===== src/rtl/seven_segment_pkg.sv =====
// Shared constants for the seven-segment display path: segment patterns and digit count.
// Patterns are active-high, bit order g..a (bit 0 = segment a).
package seven_segment_pkg;

    localparam int NUM_DIGITS = 8;
    localparam int NUM_SEGS   = 7;

    localparam logic [NUM_SEGS-1:0] SEG_OFF = 7'b111_1111;

    localparam logic [NUM_SEGS-1:0] SEG_PATTERNS [16] = '{
        7'h3F, 7'h06, 7'h5B, 7'h4F,
        7'h66, 7'h6D, 7'h7D, 7'h07,
        7'h7F, 7'h6F, 7'h77, 7'h7C,
        7'h39, 7'h5E, 7'h79, 7'h71
    };

    function automatic logic [NUM_SEGS-1:0] seg_active_low(input logic [3:0] hex);
        return ~SEG_PATTERNS[hex];
    endfunction

endpackage


===== src/rtl/seven_segment_decoder_hex_to_seg.sv =====
// Hex digit to active-low segment lines (bit order g..a); purely combinational,
// zero latency, no flow control.
module hex_to_seg
    import seven_segment_pkg::*;
(
    input  logic [3:0]          num_i,
    output logic [NUM_SEGS-1:0] seg_n_o
);

    assign seg_n_o = seg_active_low(num_i);

endmodule


===== src/rtl/seven_segment_decoder.sv =====
// Registered hex-to-seven-segment decoder with one-hot-zero anode select.
// One cycle latency from num/sel to outputs; always accepts input, no backpressure.
module seven_segment_decoder
    import seven_segment_pkg::*;
(
    input  logic                  clk,
    input  logic                  rst,
    input  logic [3:0]            num,
    input  logic [2:0]            sel,
    output logic                  C1,
    output logic                  C2,
    output logic                  C3,
    output logic                  C4,
    output logic                  C5,
    output logic                  C6,
    output logic                  C7,
    output logic [NUM_DIGITS-1:0] anode
);

    logic [NUM_SEGS-1:0]   seg_d;
    logic [NUM_SEGS-1:0]   seg_q;
    logic [NUM_DIGITS-1:0] anode_d;
    logic [NUM_DIGITS-1:0] anode_q;

    hex_to_seg u_hex_to_seg (
        .num_i   (num),
        .seg_n_o (seg_d)
    );

    always_comb begin
        anode_d      = '1;
        anode_d[sel] = 1'b0;
    end

    // Segments and anodes share one register stage so a frame never mixes old and new.
    always_ff @(posedge clk) begin
        if (rst) begin
            seg_q   <= SEG_OFF;
            anode_q <= '1;
        end else begin
            seg_q   <= seg_d;
            anode_q <= anode_d;
        end
    end

    assign C1    = seg_q[0];
    assign C2    = seg_q[1];
    assign C3    = seg_q[2];
    assign C4    = seg_q[3];
    assign C5    = seg_q[4];
    assign C6    = seg_q[5];
    assign C7    = seg_q[6];
    assign anode = anode_q;

endmodule


===== config.mk =====
export PLATFORM = sky130hd
export DESIGN_NAME = seven_segment_decoder
export DESIGN_NICKNAME = d
export VERILOG_FILES = /design/src/rtl/seven_segment_pkg.sv /design/src/rtl/seven_segment_decoder_hex_to_seg.sv /design/src/rtl/seven_segment_decoder.sv
export SDC_FILE = /design/constraint.sdc
export NUM_CORES = 1
export LEC_CHECK = 0
export BUFFER_PORTS_ARGS = -buffer_cell sky130_fd_sc_hd__buf_2
export CORE_MARGIN = 2
export CORE_UTILIZATION = 32
export CTS_CLUSTER_SIZE = 25
export DETAILED_ROUTE_END_ITERATION = 10
export PLACE_DENSITY = 0.56
export REMOVE_ABC_BUFFERS = 1
export SLEW_MARGIN = 20
export SYNTH_ARGS = -nofsm -noshare
export SYNTH_HDL_FRONTEND = slang
export SYNTH_SLANG_ARGS = --single-unit

===== constraint.sdc =====
create_clock -name clk -period 3.8 [get_ports clk]
set_clock_uncertainty 0.1 [all_clocks]
set_input_delay 0.76 -clock clk [delete_from_list [all_inputs] [get_ports clk]]
set_output_delay 0.76 -clock clk [all_outputs]
set_load 0.01 [all_outputs]

==> run_results.csv <==
group,metric,value,unit
layout,nets,103,
pwr,switching_share,25.61,%
timing,max_slew_margin,81.49,%
pwr,p_per_area,384.2,nW/um^2
placed_design,io_buffers,23,
clock_network,cts_buffer_depth,2,
routing,wl,1.162,mm
global_route,grt-ovfl-total,0,
logic_synthesis,netlist_area,620.6,um^2
floorplan,rows,15,
setup_path,cp_max_fo,5,
clock_network,clockRootBuffer,"clkbuf_4",
floorplan,fp.dieH,48.04,um
timing,whs,0.5906,ns
global_route,grt_pass1_wl,1.863,mm
pwr,p_clk_share,29.2,%
timing,fin_setup_tns,0,ns
placed_design,pre_cts_ws,1.807,ns
global_route,antenna_found_initial,0,
clock_network,holdBufCountCts,0,
floorplan,dieArea,2308,um^2
clock_network,cts_tree,"built",
floorplan,num_io_pins,24,
layout,syn2layout_area_growth,26.21,%
floorplan,die_x,48.04,um
pwr,total_power,300.9,uW
logic_synthesis,synth_cell_type_count,23,
run_status,status,"complete, no violations",
routing,num_vias,497,
floorplan,core_region_area,1783,um^2
layout,drive_gt1_share,33.33,%
setup_path,crit_end,"seg_q[6]",
placed_design,hpwl,906.6,um
logic_synthesis,synth_fa_ha_area_share,12.10,%
logic_synthesis,synth_top_family_by_area,"simple AND/OR/NAND/NOR gates",
pwr,power_leakage,0.3520,nW
logic_synthesis,ys_ff_latch,15,
routing,drtAntennaViolNets,0,
routing,drtIter0Drc,3,
worst_hold_path,hold_class,"input pin to flop",
clock_network,path_clk_slew,0.09,ns
setup_path,critPathArrivalTime,1.77,ns
setup_path,cp_slowest_stage_delay,0.29,ns
floorplan,start_util,34.81,%
logic_synthesis,synth_simple_gate_area_share,16.53,%
setup_path,crit_start,"num[0]",
placed_design,place_area,755.7,um^2
logic_synthesis,synth_compound_area_share,13.71,%
pwr,pwr-share-comb,15.3,%
timing,layout_worst_path_cycle_share,44.78,%
global_route,grt_usage,12.10,%
logic_synthesis,yosysSeqAreaShare,48.39,%
timing,hold_violations,0,
routing,drc,0,
logic_synthesis,yosysWarnings,0,
clock_network,cts_buffers,3,
placed_design,gp_congestion,0.8321,
setup_path,end_kind,"flop",
routing,via_per_inst,4.438,
clock_network,cts_sinks,15,
layout,diodes,0,
pwr,seqPwrFrac,55.5,%
global_route,grt_max_degree,15,
clock_network,cts_htree_levels,1,
layout,final_area,783.3,um^2
job,drv_cap,0,
timing,worst_slew_pin_slew,0.2771,ns
global_route,grt_pass1_vias,444,
routing,wl_per_cell,10.38,um
timing,fin_ws,2.098,ns
logic_synthesis,postSynthAreaPerCell,10.17,um^2
logic_synthesis,postSynthCellCount,61,
timing,maxSlewViolCount,0,
timing,rsz0062_at_grt,"false",
logic_synthesis,synth_xor_area_share,0,%
pwr,ir_drop,0.1321,mV
timing,min_period,1.702,ns
setup_path,cpMaxStageDelayCell,"mux2_1",
timing,fmaxAchievable,0.5877,GHz
setup_path,crit_type,"input pin to flop",
logic_synthesis,synth_mux_area_share,5.040,%
pwr,p_sw,77.06,uW
pwr,internal_power,223.9,uW
setup_path,critPathRequiredTime,3.86,ns
timing,setup_violations,0,
setup_path,path_cells,"buf_2 > inv_1 > ha_1 > mux2_1 > a221o_1",
clock_network,postCtsSetupRepairBufs,0,
setup_path,start_kind,"input pin",
routing,dr.pass1.iters,3,
clock_network,postCtsResizedCells,0,
-- area by class of cell --
| class | instances | area, um^2 |
|---|---|---|
| fill | 191 | 999.7 |
| sequential | 15 | 300.3 |
| multi-input combinational | 41 | 294.0 |
| timing repair buffer | 23 | 115.1 |
| tap | 25 | 31.28 |
| clock buffer | 3 | 22.52 |
| inverter | 4 | 15.01 |
| clock inverter | 1 | 5.005 |
-- stage by stage --
step / utilization (%) / instances
detailed placement: 42.39 / 108
global placement: 42.39 / 108
finish: 43.93 / 112
global route: 43.93 / 112
floorplan: - / 60
CTS: 43.93 / 112
-- registers in the layout, indices dropped and copies added (netlist names) --
signal,cells
anode,8
seg_q,7
-- power by group through the flow --
stage | clock (mW) | combinational (mW) | sequential [mW]
6_report | 0.0879 | 0.0460 | 0.167
5_1_grt | 0.0977 | 0.0519 | 0.168
4_1_cts | 0.0912 | 0.0463 | 0.167
3_5_place_dp | 0 | 0.0461 | 0.171
3_3_place_gp | 0 | 0.0459 | 0.171
2_1_floorplan | 0 | 0.0196 | 0.176
-- Yosys cell counts, drive strengths merged --
library cell,instances,area (um^2)
dfxtp,15,300.3
ha,6,75.07
nand2,6,22.52
nor2,5,21.27
inv,4,15.01
nor2b,4,25.02
nand3,3,15.01
a221o,2,20.02
mux2i,2,20.02
o211ai,2,15.01
o21ai,2,10.01
a211oi,1,7.510
a21boi,1,7.510
a311o,1,10.01
a31oi,1,6.260
buf,1,11.26
mux2,1,11.26
nand2b,1,6.260
nor3,1,5.000
o311ai,1,8.760
or2b,1,7.510
-- logic make-up after synthesis --
kind of cell / after synthesis
multiplexers: 3
AO/OA/AOI/OAI: 11
buffers and inverters: 5
adder cells (fa/ha/maj): 6
flip-flops: 15
AND/OR/NAND/NOR: 21
-- routing by layer --
layer	share of wire, %	GRT usage (%)	wire length, um	vias up
met5	0	0	0	-
met3	5.2	2.642	60	2
met4	1.6	9.730	19	0
met1	46	15.65	534	221
li1	-	-	-	261
met2	47	17.07	549	13
-- critical path: cells and delay by family --
kind / cells / cell delay, ns
compound gates: 1 / 0.28
buf+inv: 2 / 0.21
fa+ha+maj: 1 / 0.22
mux: 1 / 0.29
-- how the worst min path moves through the flow --
| stage | cells after the start | from | slack (ns) | to |
|---|---|---|---|---|
| floorplan | 1 | sel[2] | 0.73 | anode[6] |
| global placement | 2 | sel[2] | 0.88 | anode[6] |
| detailed placement | 2 | sel[2] | 0.88 | anode[6] |
| CTS | 2 | sel[2] | 0.59 | anode[6] |
| global route | 2 | sel[2] | 0.59 | anode[7] |
| finish | 2 | sel[2] | 0.59 | anode[6] |
-- cell usage in the layout, fill, tap and decap left out, types with 2 or more instances in the layout --
| master | netlist | layout |
|---|---|---|
| nand3_1 | 3 | 3 |
| inv_1 | 3 | 3 |
| nor2b_1 | 4 | 4 |
| nor2_1 | 4 | 4 |
| mux2i_1 | 2 | 2 |
| o21ai_0 | 2 | 2 |
| nand2_1 | 6 | 6 |
| clkbuf_4 | 0 | 3 |
| ha_1 | 6 | 6 |
| dfxtp_1 | 15 | 15 |
| buf_2 | 0 | 23 |
| o211ai_1 | 2 | 2 |
| a221o_1 | 2 | 2 |
Note: power is estimated with default switching activity, not from simulation.
